--- src/rtl/mc_pkg.sv ---
// Shared encodings for the multicycle MIPS-subset control unit: states,
// opcode/function fields, ALU operation codes and datapath select codes.
package mc_pkg;

    typedef enum logic [2:0] {
        S_IF  = 3'd0,
        S_ID  = 3'd1,
        S_EXE = 3'd2,
        S_MEM = 3'd3,
        S_WB  = 3'd4
    } state_t;

    localparam logic [5:0] OP_RTYPE = 6'h00;
    localparam logic [5:0] OP_J     = 6'h02;
    localparam logic [5:0] OP_JAL   = 6'h03;
    localparam logic [5:0] OP_BEQ   = 6'h04;
    localparam logic [5:0] OP_BNE   = 6'h05;
    localparam logic [5:0] OP_ADDI  = 6'h08;
    localparam logic [5:0] OP_ANDI  = 6'h0C;
    localparam logic [5:0] OP_ORI   = 6'h0D;
    localparam logic [5:0] OP_XORI  = 6'h0E;
    localparam logic [5:0] OP_LUI   = 6'h0F;
    localparam logic [5:0] OP_LW    = 6'h23;
    localparam logic [5:0] OP_SW    = 6'h2B;

    localparam logic [5:0] FN_SLL = 6'h00;
    localparam logic [5:0] FN_SRL = 6'h02;
    localparam logic [5:0] FN_SRA = 6'h03;
    localparam logic [5:0] FN_JR  = 6'h08;
    localparam logic [5:0] FN_ADD = 6'h20;
    localparam logic [5:0] FN_SUB = 6'h22;
    localparam logic [5:0] FN_AND = 6'h24;
    localparam logic [5:0] FN_OR  = 6'h25;
    localparam logic [5:0] FN_XOR = 6'h26;

    localparam logic [3:0] ALUC_ADD = 4'b0000;
    localparam logic [3:0] ALUC_SUB = 4'b0100;
    localparam logic [3:0] ALUC_AND = 4'b0001;
    localparam logic [3:0] ALUC_OR  = 4'b0101;
    localparam logic [3:0] ALUC_XOR = 4'b0010;
    localparam logic [3:0] ALUC_LUI = 4'b0110;
    localparam logic [3:0] ALUC_SLL = 4'b0011;
    localparam logic [3:0] ALUC_SRL = 4'b0111;
    localparam logic [3:0] ALUC_SRA = 4'b1111;

    localparam logic [1:0] PCSRC_ALU    = 2'b00;
    localparam logic [1:0] PCSRC_BRANCH = 2'b01;
    localparam logic [1:0] PCSRC_RS     = 2'b10;
    localparam logic [1:0] PCSRC_JUMP   = 2'b11;

    localparam logic [1:0] ALUB_RT   = 2'b00;
    localparam logic [1:0] ALUB_FOUR = 2'b01;
    localparam logic [1:0] ALUB_IMM  = 2'b10;
    localparam logic [1:0] ALUB_BOFS = 2'b11;

endpackage

--- src/rtl/mc_decode.sv ---
// Instruction classifier: maps op/func to one-hot class flags and the ALU
// operation for register and immediate ALU instructions.
module mc_decode
    import mc_pkg::*;
(
    input  logic [5:0] op,
    input  logic [5:0] func,
    output logic       rtype,
    output logic       shift,
    output logic       jr,
    output logic       j,
    output logic       jal,
    output logic       ialu,
    output logic       lw,
    output logic       sw,
    output logic       beq,
    output logic       bne,
    output logic       lui,
    output logic       illegal,
    output logic [3:0] aluc
);

    always_comb begin
        rtype   = 1'b0;
        shift   = 1'b0;
        jr      = 1'b0;
        j       = 1'b0;
        jal     = 1'b0;
        ialu    = 1'b0;
        lw      = 1'b0;
        sw      = 1'b0;
        beq     = 1'b0;
        bne     = 1'b0;
        lui     = 1'b0;
        illegal = 1'b0;
        aluc    = ALUC_ADD;
        case (op)
            OP_RTYPE: begin
                case (func)
                    FN_ADD: begin rtype = 1'b1; aluc = ALUC_ADD; end
                    FN_SUB: begin rtype = 1'b1; aluc = ALUC_SUB; end
                    FN_AND: begin rtype = 1'b1; aluc = ALUC_AND; end
                    FN_OR:  begin rtype = 1'b1; aluc = ALUC_OR;  end
                    FN_XOR: begin rtype = 1'b1; aluc = ALUC_XOR; end
                    FN_SLL: begin rtype = 1'b1; shift = 1'b1; aluc = ALUC_SLL; end
                    FN_SRL: begin rtype = 1'b1; shift = 1'b1; aluc = ALUC_SRL; end
                    FN_SRA: begin rtype = 1'b1; shift = 1'b1; aluc = ALUC_SRA; end
                    FN_JR:  jr = 1'b1;
                    default: illegal = 1'b1;
                endcase
            end
            OP_ADDI: begin ialu = 1'b1; aluc = ALUC_ADD; end
            OP_ANDI: begin ialu = 1'b1; aluc = ALUC_AND; end
            OP_ORI:  begin ialu = 1'b1; aluc = ALUC_OR;  end
            OP_XORI: begin ialu = 1'b1; aluc = ALUC_XOR; end
            OP_LUI:  begin lui  = 1'b1; aluc = ALUC_LUI; end
            OP_LW:   lw  = 1'b1;
            OP_SW:   sw  = 1'b1;
            OP_BEQ:  beq = 1'b1;
            OP_BNE:  bne = 1'b1;
            OP_J:    j   = 1'b1;
            OP_JAL:  jal = 1'b1;
            default: illegal = 1'b1;
        endcase
    end

endmodule

--- src/rtl/mc_control_fsm.sv ---
// Multicycle control FSM: steps a shared-ALU, single-memory datapath through
// IF/ID/EXE/MEM/WB and drives every select and write enable combinationally.
module mc_control_fsm
    import mc_pkg::*;
(
    input  logic       clk,
    input  logic       clrn,
    input  logic [5:0] op,
    input  logic [5:0] func,
    input  logic       z,
    output logic       wpc,
    output logic       wir,
    output logic       wmem,
    output logic       wreg,
    output logic       iord,
    output logic       alusrca,
    output logic [1:0] alusrcb,
    output logic       sext,
    output logic       shift,
    output logic [3:0] aluc,
    output logic [1:0] pcsrc,
    output logic       regrt,
    output logic       m2reg,
    output logic       jal,
    output logic       illegal,
    output logic [2:0] state
);

    logic       dec_rtype, dec_shift, dec_jr, dec_j, dec_jal, dec_ialu;
    logic       dec_lw, dec_sw, dec_beq, dec_bne, dec_lui, dec_illegal;
    logic [3:0] dec_aluc;
    logic [2:0] next_state;
    logic       wpc_d, wir_d, wmem_d, wreg_d, illegal_d;

    mc_decode u_decode (
        .op      (op),
        .func    (func),
        .rtype   (dec_rtype),
        .shift   (dec_shift),
        .jr      (dec_jr),
        .j       (dec_j),
        .jal     (dec_jal),
        .ialu    (dec_ialu),
        .lw      (dec_lw),
        .sw      (dec_sw),
        .beq     (dec_beq),
        .bne     (dec_bne),
        .lui     (dec_lui),
        .illegal (dec_illegal),
        .aluc    (dec_aluc)
    );

    always_ff @(posedge clk or negedge clrn) begin
        if (!clrn) state <= S_IF;
        else       state <= next_state;
    end

    always_comb begin
        next_state = S_IF;
        wpc_d      = 1'b0;
        wir_d      = 1'b0;
        wmem_d     = 1'b0;
        wreg_d     = 1'b0;
        illegal_d  = 1'b0;
        iord       = 1'b0;
        alusrca    = 1'b0;
        alusrcb    = ALUB_RT;
        sext       = 1'b0;
        shift      = 1'b0;
        aluc       = ALUC_ADD;
        pcsrc      = PCSRC_ALU;
        regrt      = 1'b0;
        m2reg      = 1'b0;
        jal        = 1'b0;
        case (state)
            S_IF: begin
                alusrcb    = ALUB_FOUR;
                wpc_d      = 1'b1;
                wir_d      = 1'b1;
                next_state = S_ID;
            end
            S_ID: begin
                // ALU computes the branch target here while it is otherwise idle
                alusrcb = ALUB_BOFS;
                sext    = 1'b1;
                if (dec_j || dec_jal) begin
                    wpc_d = 1'b1;
                    pcsrc = PCSRC_JUMP;
                    if (dec_jal) begin
                        wreg_d = 1'b1;
                        jal    = 1'b1;
                    end
                end else if (dec_jr) begin
                    wpc_d = 1'b1;
                    pcsrc = PCSRC_RS;
                end else if (dec_illegal) begin
                    illegal_d = 1'b1;
                end else begin
                    next_state = S_EXE;
                end
            end
            S_EXE: begin
                alusrca = 1'b1;
                if (dec_rtype) begin
                    aluc       = dec_aluc;
                    shift      = dec_shift;
                    next_state = S_WB;
                end else if (dec_ialu || dec_lui || dec_lw || dec_sw) begin
                    // only addi and memory offsets are sign-extended; logical ops zero-extend
                    alusrcb    = ALUB_IMM;
                    sext       = dec_lw || dec_sw || (dec_ialu && dec_aluc == ALUC_ADD);
                    aluc       = dec_aluc;
                    next_state = (dec_lw || dec_sw) ? S_MEM : S_WB;
                end else if (dec_beq || dec_bne) begin
                    aluc = ALUC_SUB;
                    if ((dec_beq && z) || (dec_bne && !z)) begin
                        wpc_d = 1'b1;
                        pcsrc = PCSRC_BRANCH;
                    end
                end
            end
            S_MEM: begin
                iord = 1'b1;
                if (dec_sw)      wmem_d     = 1'b1;
                else if (dec_lw) next_state = S_WB;
            end
            S_WB: begin
                wreg_d = 1'b1;
                regrt  = dec_ialu || dec_lui || dec_lw;
                m2reg  = dec_lw;
            end
            default: next_state = S_IF;
        endcase
    end

    // Write enables are held off for the whole time clrn is low
    assign wpc     = wpc_d & clrn;
    assign wir     = wir_d & clrn;
    assign wmem    = wmem_d & clrn;
    assign wreg    = wreg_d & clrn;
    assign illegal = illegal_d & clrn;

endmodule

--- config.mk ---
export PLATFORM = sky130hd
export DESIGN_NAME = mc_control_fsm
export DESIGN_NICKNAME = d
export VERILOG_FILES = /design/src/rtl/mc_pkg.sv /design/src/rtl/mc_decode.sv /design/src/rtl/mc_control_fsm.sv
export SDC_FILE = /design/constraint.sdc
export NUM_CORES = 1
export LEC_CHECK = 0
export CAP_MARGIN = 40
export CORE_AREA = 2 2 50 52
export DETAILED_ROUTE_END_ITERATION = 8
export DIE_AREA = 0 0 52 54
export GPL_TIMING_DRIVEN = 0
export PLACE_DENSITY = 0.75
export SYNTH_ARGS = -nofsm -noshare
export SYNTH_HDL_FRONTEND = slang
export SYNTH_HIERARCHICAL = 1
export SYNTH_SLANG_ARGS = --single-unit
--- constraint.sdc ---
create_clock -name clk -period 2.1 [get_ports clk]
set_clock_uncertainty 0.1 [all_clocks]
set_input_delay 0.21 -clock clk [delete_from_list [all_inputs] [get_ports clk]]
set_output_delay 0.21 -clock clk [all_outputs]
set_load 0.05 [all_outputs]
# Yosys cells after proc, flatten, opt, wreduce, memory -nomap -nowiden
# Cells that the tools add are included.
word_totals:
  in_bits: 15
  elab_cells: 118
  ff_bits: 3
  output_inout_bits: 23
classes:
  n_eq_ne: 23
  reduce_logical: 21
  mux: 68
  bitwise_logic: 5
ops:
  columns: ["operator", "n"]
  rows:
  - ["two-way mux 1 bit", 43]
  - ["equality test 6 bit (second input constant)", 7]
  - ["equality test 6 x 4 -> 1 bit (second input constant)", 6]
  - ["one-hot mux 4 bit (7 select lines)", 1]
  - ["equality test 6 x 2 -> 1 bit (second input constant)", 4]
  - ["one-hot mux 4 bit (5 select lines)", 1]
  - ["two-way mux 3 bit", 6]
  - ["two-way mux 2 bit", 7]
  - ["equality test 6 x 3 -> 1 bit (second input constant)", 2]
  - ["logical NOT 6 bit", 2]
  - ["two-way mux 4 bit", 3]
  - ["one-hot mux 3 bit (4 select lines)", 1]
  - ["OR reduction 11 bit", 1]
  - ["OR reduction 9 bit", 1]
  - ["logical OR 1 bit", 8]
  - ["OR reduction 8 bit", 1]
  - ["equality test 3 x 2 -> 1 bit (second input constant)", 2]
  - ["one-hot mux 1 bit (2 select lines)", 3]
  - ["one-hot mux 2 bit (3 select lines)", 1]
  - ["AND 1 bit", 5]
  - ["logical NOT 4 bit", 1]
  - ["one-hot mux 2 bit (2 select lines)", 1]
  - ["OR reduction 4 bit", 1]
  - ["equality test 3 x 1 -> 1 bit (second input constant)", 1]
  - ["6 further kinds", 8]

# Longest topological paths before layout
logic_depth:
  ltp_word: 10
  ltp_mapped: 8
  depth_no_buf: 7

# Hierarchy
# The synthesis kept the hierarchy.
by_module_without_submodules:
  columns: ["module", "area_each_um2", "cells_per_inst", "instances", "seq_area_each_um2"]
  rows:
  - ["mc_control_fsm", 429.2, 55, 1, 75.1]
  - ["mc_decode", 336.6, 54, 1, 0.0]

# Worst setup path before layout
# Ideal clock, no wire load.
synth_timing:
  path_type: "reg2out"
  start: "register state[1]"
  end: "output aluc[2]"
  path_buffers: 1
  setup_slack_ns: -1.258
  t_required_ns: 1.790
  t_arrival_ns: 3.048
  path_stages_with_launch: 5
  cell_sequence: "dfrtp_1 -> buf_2 -> nor3b_2 -> o21ai_0 -> o21ai_0"
synth_between:
  elab_chain_cells: 2
synth_rtl:
  columns: ["item", "line", "source"]
  rows:
  - ["from (decl)", "mc_control_fsm.sv:26", "output logic [2:0] state"]
  - ["from (signal assigned)", "mc_control_fsm.sv:55", "else state <= next_state;"]
  - ["equality test 3 x 2 -> 1 bit", "mc_control_fsm.sv:75", "case (state)"]
  - ["two-way mux 4 bit", "mc_control_fsm.sv:75", null]
  - ["to (decl)", "mc_control_fsm.sv:20", "output logic [3:0] aluc,"]
# No other way between the ends.

# Worst setup path in the final report
layout_timing:
  start: "input op[2]"
  end: "output sext"
layout_between:
  word_cells_on_any_way: 25
  cone_classes: "7 x eq/ne; 9 x mux; 9 x reduce/logical"
layout_lines:
  columns: ["item", "line", "source"]
  rows:
  - ["from (decl)", "mc_control_fsm.sv:8", "input logic [5:0] op,"]
  - ["equality test 6 x 4 -> 1 bit / logical NOT 6 bit (equally long branches)", "mc_decode.sv:37", "case (op)"]
  - ["one-hot mux 4 bit (5 select lines) (*)", "mc_decode.sv:37", null]
  - ["net dec_aluc[3]", "mc_control_fsm.sv:31", "logic [3:0] dec_aluc;"]
  - ["logical NOT 4 bit (*)", "mc_control_fsm.sv:111", "sext = dec_lw || dec_sw || (dec_ialu && dec_aluc == ALUC_ADD);"]
  - ["logical AND 1 bit (*)", "mc_control_fsm.sv:111", null]
  - ["logical OR 1 bit (*)", "mc_control_fsm.sv:111", null]
  - ["two-way mux 1 bit (*)", "mc_control_fsm.sv:108", "end else if (dec_ialu || dec_lui || dec_lw || dec_sw) begin"]
  - ["two-way mux 1 bit (*)", "mc_control_fsm.sv:104", "if (dec_rtype) begin"]
  - ["one-hot mux 1 bit (2 select lines) (*)", "mc_control_fsm.sv:75", null]
  - ["to (decl)", "mc_control_fsm.sv:18", "output logic sext,"]
# The timed path passes the listed nets; every way through them passes the cells marked *.

==> reports/results.ini <==
[synth]
synth_nets=124
synthCells=109
synthDistinctLibCells=44
syn_area_per_cell_sq_um=7.03
netlist_top_cells_area=dfrtp_1, nor4_1, and3_1
synth_top_area_cell=dfrtp_1
yosys_warnings=6
syn_area_sq_um=766
ys_seq_elements=3
yosysSeqAreaShare_pct=9.80
synth_top_area_share_pct=9.80

[timing]
period_needed_ns=2.53
max_freq_ghz=0.395
min_period_over_period_pct=120
tightestPinTransition_ns=0.520
rsz0062_at_grt=true
slew_headroom_pct=64.4
report.final.hold_viol_count=0
finalWorstSetupSlack_ns=-0.430
holdWs_ns=0.141
setup_viol=11
slew_violations=0

[status]
violations=setup timing
status=complete, but fails checks

[hold_path]
hp-class=primary input to async pin

[cts]
htree_levels=1
insertion_delay_ns=0.23
cts.hold.buffers_added=0
cts_tree=yes
clkTransAtPathRegs_ns=0.04
clockRootBuffer=clkbuf_4
cts_buffers=3
clockBufferDepth=2
clock-sinks=3

[finish]
final_cell_mix=buf_4, nand2_1, buf_6
layout.nets=179
top_regs=state x3
final_util_pct=65.3
area_growth_pct=97.9
final_common_cell=buf_4
diodes=0
fin_cells=193
largest_register_ffs=3
drive_gt1_share_pct=53.4
top_register=state

[global_route]
grt_max_degree=11
grtUsageTotal_pct=21.4
grtUsageMet1_pct=24.0
top_usage_layer=met2
antenna_found_initial=0
grt_pass1_vias=1004
met2_usage_pct=40.9
grt_pass1_wl_microns=4590
grt-ovfl-total=0
use_met3_pct=3.89

[floorplanning]
dieArea_sq_um=2810
die_h_microns=54
die_x_microns=52
design.core.area_sq_um=2320
start_util_pct=33.0
ios=38
rows=18

[setup_path]
cpMaxStageDelayCell=or4_4
setup.worst_path.start_class=primary input
r2r_cells=5
reg2reg_from=state[0]$_DFF_PN0_
crit_arrival_ns=2.22
crit_path_start=op[2]
cp_max_fo=3
crit_chain=buf_8 > or4_4 > nand2b_4 > or3_4 > nor4_4 > nor4_2 > a211oi_2 > o21ai_2 > buf_6
critPathMaxStageDelay_ns=0.54
critPathKind=primary input to primary output
cp-end-kind=primary output
cp_data_required_time_ns=1.79

[power_and_ir_drop]
p_leak_uw=0.000650
power_density_nw_per_um2=545
worst_ir_drop_vdd_mv=0.501

[run]
cap_violations=0

[drt]
dr.pass1.iters=4
drt_iter0_drc=14
vias=1096
drc=0
wl_microns=2950
ant_nets=0
drt-vias-per-instance=5.68
wl_per_cell_microns=15.3

[placed_design]
gp_congestion=0.777
hpwl_microns=2070
port_buffers=35
dp_cells=174

## cells in the mapped netlist, drive strengths merged
cell type and n:
a21oi 1, nor2b 3, nand2 10, and3b 2, and3 9, a32oi 1, a211oi 2, clkbuf 3
nor4 8, o211ai 1, o21a 2, a21boi 2, nand4b 1, buf 3, inv 4, o31ai 4
a21o 1, mux2i 1, and2b 2, nor2 6, o21bai 2, a2111oi 1, maj3 1, and2 1
nand2b 4, or4b 1, nor4b 1, or4 2, nor3b 5, o21ai 8, nor3 8, dfrtp 3
a22o 3, or3 2, nand3 1
## what timing repair did
action,CTS,global route
resized for setup,146,25
setup buffers,7,8
endpoints found under the setup margin,22,17
pin swaps,16,13
## final timing paths
kind / end / slack [ns]
worst max register to register: state[0]$_DFF_PN0_ / 0.36
worst min register to register: state[0]$_DFF_PN0_ / 0.53
worst min-delay path: state[0]$_DFF_PN0_ / 0.14
worst max-delay path: sext / -0.43
max in group asynchronous: state[1]$_DFF_PN0_ / 1.50
min in group clk: state[1]$_DFF_PN0_ / 0.36
## area by class of cell
type | instances | area (sq um)
repair buffers | 50 | 470
flip-flops and latches | 3 | 78.8
well taps | 30 | 37.5
inverters | 4 | 15.0
clock buffers | 4 | 26.3
multi-input cells | 96 | 840
fillers | 211 | 805
plain buffers | 6 | 47.5
## power by group
part           internal, uW  switching, uW
Clock                  71.2           28.9
Combinational           223            422
Sequential             73.2           7.17
Total                   367            458
## cell families after synthesis
| logic type | Yosys count | synth area share [%] |
|---|---|---|
| AO/OA/AOI/OAI | 28 | 25.8 |
| adder cells (fa/ha/maj) | 1 | 1.31 |
| buffers and inverters | 10 | 6.21 |
| flip-flops | 3 | 9.80 |
| multiplexers | 1 | 1.31 |
| AND/OR/NAND/NOR | 66 | 55.6 |
## worst max-delay path: cells and delay by family
kind	cells	cell delay, ns
buffers and inverters	2	0.26
AND/OR/NAND/NOR	5	1.45
AO/OA/AOI/OAI	2	0.28
## routing by layer
layer  routed length, microns  vias up
met2                     1550       49
li1                         -      528
met5                        0        -
met1                     1130      511
met3                      214        8
met4                       52        0
## per-stage QoR
step           instance area [sq um]  total power (uW)  setup TNS (ns)  setup WS [ns]
2_1_floorplan                    886               505           -1.44         -0.481
3_3_place_gp                    1270               685          -21.01          -1.52
3_5_place_dp                    1270               694          -21.70          -1.55
4_1_cts                         1450               814           -3.59         -0.418
5_1_grt                         1520               868           -4.18         -0.487
6_report                        1520               826           -3.58         -0.430
No activity file was read; power rests on OpenSTA's default activity.
